### src/rtl/memory_arbiter.sv
// Arbitrates the cache's instruction and data requests onto the single-ported system RAM.
// Data wins by default; after a data access, a contending fetch gets the next turn. A timeout/error guard bounds every access.
module memory_arbiter #(
  parameter int          TIMEOUT = 16,
  parameter logic [31:0] ERRWORD = 32'hBAD1BAD1
) (
  input  logic        i_CLK,
  input  logic        i_nRST,
  input  logic        i_iREN,
  input  logic [31:0] i_iaddr,
  output logic        o_iwait,
  output logic [31:0] o_iload,
  input  logic        i_dREN,
  input  logic        i_dWEN,
  input  logic [31:0] i_daddr,
  input  logic [31:0] i_dstore,
  output logic        o_dwait,
  output logic [31:0] o_dload,
  output logic        o_ramREN,
  output logic        o_ramWEN,
  output logic [31:0] o_ramaddr,
  output logic [31:0] o_ramstore,
  input  logic [31:0] i_ramload,
  input  logic [1:0]  i_ramstate,
  output logic        o_memerr
);

  localparam int              CW        = $clog2(TIMEOUT) + 1;
  localparam logic [CW-1:0]   CNT_LAST  = CW'(TIMEOUT - 1);
  localparam logic [1:0]      RS_ACCESS = 2'b10;
  localparam logic [1:0]      RS_ERROR  = 2'b11;

  typedef enum logic [1:0] {
    S_IDLE = 2'b00,
    S_IACC = 2'b01,
    S_DACC = 2'b10
  } state_t;

  state_t        r_state;
  state_t        w_next;
  logic [CW-1:0] r_cnt;
  logic          r_last_d;
  logic          r_memerr;
  logic          w_acc;
  logic          w_req;
  logic          w_ok;
  logic          w_err;
  logic          w_abort;
  logic          w_done;
  logic [31:0]   w_result;

  // Classify the current access cycle: normal completion, abort, or error/timeout completion.
  always_comb begin
    w_acc   = i_nRST && ((r_state == S_IACC) || (r_state == S_DACC));
    w_req   = (r_state == S_IACC) ? i_iREN : (i_dREN | i_dWEN);
    w_ok    = 1'b0;
    w_err   = 1'b0;
    w_abort = 1'b0;
    if (w_acc) begin
      if (i_ramstate == RS_ACCESS) begin
        w_ok = 1'b1;
      end else if (!w_req) begin
        w_abort = 1'b1;
      end else if ((i_ramstate == RS_ERROR) || (r_cnt == CNT_LAST)) begin
        w_err = 1'b1;
      end else begin
        w_ok = 1'b0;
      end
    end else begin
      w_ok = 1'b0;
    end
    w_done   = w_ok | w_err;
    w_result = w_ok ? i_ramload : ERRWORD;
  end

  // Next-state selection and RAM/requester output drive.
  always_comb begin
    w_next     = r_state;
    o_iwait    = 1'b1;
    o_dwait    = 1'b1;
    o_iload    = 32'h0000_0000;
    o_dload    = 32'h0000_0000;
    o_ramREN   = 1'b0;
    o_ramWEN   = 1'b0;
    o_ramaddr  = 32'h0000_0000;
    o_ramstore = 32'h0000_0000;
    case (r_state)
      S_IDLE: begin
        if ((i_dREN | i_dWEN) && i_iREN && r_last_d) begin
          w_next = S_IACC;
        end else if (i_dREN | i_dWEN) begin
          w_next = S_DACC;
        end else if (i_iREN) begin
          w_next = S_IACC;
        end else begin
          w_next = S_IDLE;
        end
      end
      S_IACC: begin
        if (i_nRST) begin
          o_ramREN  = 1'b1;
          o_ramaddr = i_iaddr;
        end else begin
          o_ramREN = 1'b0;
        end
        if (w_done) begin
          o_iwait = 1'b0;
          o_iload = w_result;
        end else begin
          o_iwait = 1'b1;
        end
      end
      S_DACC: begin
        if (i_nRST) begin
          o_ramaddr  = i_daddr;
          o_ramstore = i_dstore;
          o_ramWEN   = i_dWEN;
          o_ramREN   = ~i_dWEN;
        end else begin
          o_ramREN = 1'b0;
        end
        if (w_done) begin
          o_dwait = 1'b0;
          o_dload = w_result;
        end else begin
          o_dwait = 1'b1;
        end
      end
      default: w_next = S_IDLE;
    endcase
    if (w_done || w_abort) begin
      w_next = S_IDLE;
    end else begin
      w_next = w_next;
    end
  end

  // State, access counter, fairness flag and sticky error flag.
  always_ff @(posedge i_CLK) begin
    if (!i_nRST) begin
      r_state  <= S_IDLE;
      r_cnt    <= {CW{1'b0}};
      r_last_d <= 1'b0;
      r_memerr <= 1'b0;
    end else begin
      r_state <= w_next;
      if (r_state == S_IDLE) begin
        r_cnt <= {CW{1'b0}};
      end else begin
        r_cnt <= r_cnt + CW'(1);
      end
      if (w_done) begin
        r_last_d <= (r_state == S_DACC);
      end
      if (w_err) begin
        r_memerr <= 1'b1;
      end
    end
  end

  assign o_memerr = r_memerr;

endmodule

### config.mk
export PLATFORM = sky130hd
export DESIGN_NAME = memory_arbiter
export DESIGN_NICKNAME = d
export VERILOG_FILES = /design/src/rtl/memory_arbiter.sv
export SDC_FILE = /design/constraint.sdc
export NUM_CORES = 1
export LEC_CHECK = 0
export CELL_PAD_IN_SITES_DETAIL_PLACEMENT = 0
export CELL_PAD_IN_SITES_GLOBAL_PLACEMENT = 2
export CORE_MARGIN = 2
export CORE_UTILIZATION = 10
export CTS_CLUSTER_SIZE = 8
export DETAILED_ROUTE_END_ITERATION = 10
export PLACE_DENSITY = 0.87
export SETUP_SLACK_MARGIN = 0.4
export SYNTH_ARGS = -nofsm -noshare
export SYNTH_HDL_FRONTEND = slang
export SYNTH_SLANG_ARGS = --single-unit
### constraint.sdc
create_clock -name i_CLK -period 2.26 [get_ports i_CLK]
set_input_delay 0.452 -clock i_CLK [delete_from_list [all_inputs] [get_ports i_CLK]]
set_output_delay 0.452 -clock i_CLK [all_outputs]
set_load 0.1 [all_outputs]
After elaboration in Yosys (flattened, before gate mapping)
Index checks and enable logic that the tools add are counted.
- bits in registers: 9
- input bits: 135
- output and inout bits: 133
- word-level logic and storage cells: 55
- add/sub/neg operators: 1
- equality and inequality tests: 5
- multiplexer cells: 31
- bitwise gates (word level): 4
- reductions and logical operators: 10
- operators with widths (kind ; count):
    $mux W32 ; 8
    $pmux W32 S2 ; 1
    $mux W1 ; 18
    $eq A2 B2 Y1 const B ; 3
    $reduce_or A2 Y1 ; 3
    $add A5 B1 Y5 const B ; 1
    $eq A5 B4 Y1 const B ; 1
    $mux W2 ; 2
    $pmux W2 S2 ; 1
    $logic_and A1 B1 Y1 ; 3
    $logic_or A1 B1 Y1 ; 3
    $eq A2 B1 Y1 const B ; 1
    $logic_not A2 Y1 ; 1
    $not A1 Y1 ; 2
    $or A1 B1 Y1 ; 2
    $pmux W1 S2 ; 1

Longest topological paths before layout
- word-level depth: 9
- depth in mapped cells: 8

Worst setup path after synthesis
Ideal clock, no wire load.
- kind: reg2out
- from: reg r_state[0]
- to: out o_iload[31]
- data arrival time: 2.740 ns
- data required time: 1.808 ns
- setup slack: -0.932 ns
- cell stages (with the launch flop): 8
- path through: dfxtp_1 inv_1 ha_1 buf_4 and4b_1 buf_4 nand2_1 a21boi_1
- longest elaborated chain between the ends: 8
- elaborated cells between the ends (all ways): 13
- classes of those cells: eq/ne: 2; mux: 8; bitwise: 1; reduce/logical: 2
- ends and longest elaborated chain (what ; line ; RTL):
    start, declared ; 39 ; state_t r_state;
    start signal, assigned ; 146 ; r_state <= w_next;
    $eq A2 B1 Y1 ; 54, 55, 87 ;
    $mux W1 ; 55 ; w_req = (r_state == S_IACC) ? i_iREN : (i_dREN | i_dWEN);
    $mux W1 ; 62 ; end else if (!w_req) begin
    $mux W1 ; 60 ; if (i_ramstate == RS_ACCESS) begin
    $mux W1 ; 59 ; if (w_acc) begin
    $or A1 B1 Y1 ; 72 ; w_done = w_ok | w_err;
    $mux W32 ; 106 ; if (w_done) begin
    $mux W32 * ; 87 ; case (r_state)
    end, declared ; 12 ; output logic [31:0] o_iload,
Every way passes the cells marked *; elsewhere a longest branch is shown, timed or not.

Final worst setup path
- from: reg r_state[1]
- to: out o_iload[20]
The elaborated chain is that of the path after synthesis.

==> results.toml <==
[logic_synthesis]
synth.ff_latch_count = 9
synthesis.area_um2 = 1910
syn_area_per_cell_um2 = 7.05
yosysUniqueCellTypes = 37
yosys_warnings = 0
ys_async_sr_fraction_pct = 0
synth_edf_count = 0
seq_area_frac_synth_pct = 9.42
postSynthCellCount = 271
syn-num-nets = 411
ys.flop_type = "dfxtp_1"

[route]
postRouteAntennaNets = 0
drt-pass1-iter-count = 4
wl_um = 14200
vias_per_cell = 4.19
drtIter0Drc = 36
route.detailed.drc = 0
vias = 3396
avgRoutedWirePerCell_um = 17.5

[floorplan]
die_y_um = 142
core_area_um2 = 18700
io_pins = 268
fp-row-count = 50
die_w_um = 142
die-area_um2 = 20200
start_util_pct = 10.2

[final_layout]
diodes = 0
stdcell_area_um2 = 8330
final_cell_mix = "buf_12, clkdlybuf4s50_1, and3_4"
area_growth_pct = 336
layout-drive-gt1-share_pct = 71.1
fillers = 1649
final_common_cell = "buf_12"
num-nets-final = 718
regArea_um2 = 185
multi_input_area_um2 = 2730

[global_route]
grt_pass1_wl_um = 21500
grt_overflow = 0
gr-usage-all-layers_pct = 13.5
antenna_found_initial = 0
grt_max_degree = 36
grt_pass1_vias = 3725

[worst_setup_path]
critPathMaxFanout = 6
end_kind = "primary output"
timing.rr.start = "r_state[0]$_SDFFE_PP0N_"
reg2regPathDepth = 7
cp.arrival_ps = 2020
rrSetupSlack_ps = 490
start_kind = "flop"
path_class = "flop to primary output"
worstPathRequired_ps = 1810
r2r-end = "r_last_d$_SDFFE_PN0P_"

[clock_tree]
clockBufferDepth = 2
cts_sinks = 9
cts_tree = "built"
path_clk_slew_ps = 40
cts_buffers = 3
insertion_delay_ps = 240
htreeDepth = 1
cts_root_buffer = "clkbuf_16"

[min_path]
hold_start = "o_memerr$_SDFFE_PN0N_"
hold_class = "flop to flop"
min_to = "o_memerr$_SDFFE_PN0N_"
hold_depth = 1

[power]
comb_power_share_pct = 77.5
seqPwrFrac_pct = 8.1
ir_worst_vdd_mv = 0.141
swShare_pct = 44.6
powerDensity_nw_per_um2 = 260
p_leak_nw = 2.96
p_int_w = 0.00120
clkPwrFrac_pct = 14.4
p_sw_w = 0.000967

[placed_design]
routabilityCongestion = 0.821
io_buffers = 267
dpl.hpwl_um = 10700
placed_area_um2 = 7230
pre_cts_ws_ps = -317

[timing]
tightest_slew_ps = 359
max_freq_mhz = 405
slew_headroom_pct = 76.1
period_needed_ps = 2470
finalCritPeriodShare_pct = 109
hold_viol = 0
setup_tns_ps = -10900
worst_slack_ps = -210
setup_viol = 87
skew_ps = 2.57
slew_viol_final = 0
grt_setup_unrepaired = "true"

[status]
status = "finished, violations left"
failed_checks = "setup timing"

[job]
maxCapViolations = 0
## layout make-up
| cell class | count | share of cell area (%) |
|---|---|---|
| clock buffer | 4 | 0.947 |
| multi-input combinational | 224 | 32.8 |
| timing repair buffer | 335 | 60.3 |
| tap | 234 | 3.52 |
| sequential | 9 | 2.22 |
| inverter | 5 | 0.240 |
## through the flow
step	hold WS [ps]	total power, W	utilization (%)	instances
after floorplan	420	0.00106	-	271
after global placement	425	0.00165	38.7	766
after detailed placement	439	0.00168	38.7	766
after CTS	472	0.00217	44.0	806
after global routing	487	0.00225	44.5	811
final	467	0.00217	44.5	811
## power groups by stage
stage,clock [W],combinational (W),sequential [W]
final,0.000312,0.00168,0.000176
after global routing,0.000329,0.00175,0.000176
after CTS,0.000319,0.00167,0.000176
after detailed placement,0,0.00150,0.000180
after global placement,0,0.00148,0.000179
after floorplan,0,0.000877,0.000182
## synth_stat cells, types with 2 or more instances
library cell	n	share of area [%]
buf_2	4	1.0
and2_1	3	0.98
a21oi_2	10	4.6
clkbuf_1	16	3.1
buf_4	10	3.9
ha_1	5	3.3
buf_6	2	1.2
o21a_1	2	0.79
a21boi_1	16	6.3
a21boi_2	2	1.2
nor2_1	7	1.4
nand3_1	3	0.79
o21ai_0	2	0.52
a21oi_1	8	2.1
nand2_1	21	4.1
o21ai_1	2	0.52
dfxtp_1	9	9.4
a22oi_1	32	13
inv_1	4	0.79
nor2b_1	34	11
and3_1	63	21
## critical path, cell delays in order, from the launching register on
cell and delay, ps:
dfxtp_2 330, inv_2 60, ha_4 280, and4b_4 270, buf_12 120, buf_8 110
buf_16 150, nand2_4 80, a21boi_4 180, buf_12 190
## state kept, by name (all words and copies together) (netlist names)
register  flops
o_memerr      1
r_state       2
r_last_d      1
r_cnt         5
## layer usage
| layer | up-vias | share of wire [%] | track usage [%] |
|---|---|---|---|
| met4 | 0 | 2.0 | 3.74 |
| li1 | 1596 | - | - |
| met3 | 17 | 8.0 | 2.89 |
| met1 | 1586 | 36 | 13.9 |
| met5 | - | 0 | 0 |
| met2 | 197 | 54 | 27.3 |
## cell families (layout without fill, tap and decap cells)
kind of cell / count (synthesis) / after routing / synth area share (%)
compound gates: 76 / 76 / 29.8
xor+xnor: 2 / 2 / 0.916
fa+ha+maj: 5 / 5 / 3.27
buf+inv: 38 / 344 / 11.3
flops: 9 / 9 / 9.42
mux: 2 / 2 / 1.31
simple gates: 139 / 139 / 43.9
## worst max-delay path by stage
stage | start | end | depth (start not counted)
after floorplan | r_state[0]$_SDFFE_PP0N_ | o_dload[15] | 8
after global placement | i_nRST | o_dload[29] | 7
after detailed placement | i_nRST | o_dload[29] | 7
after CTS | r_cnt[0]$_SDFF_PP0_ | o_dwait | 8
after global routing | r_state[1]$_SDFFE_PP0N_ | o_iload[16] | 9
final | r_state[1]$_SDFFE_PP0N_ | o_iload[20] | 9
## what timing repair did
item	CTS	global route
gates cloned	13	1
pin swaps	54	24
setup buffers	23	4
endpoints found under the setup margin	132	132
hold buffers	0	0
gates resized for setup	92	11
No activity file was read; power rests on OpenSTA's default activity.
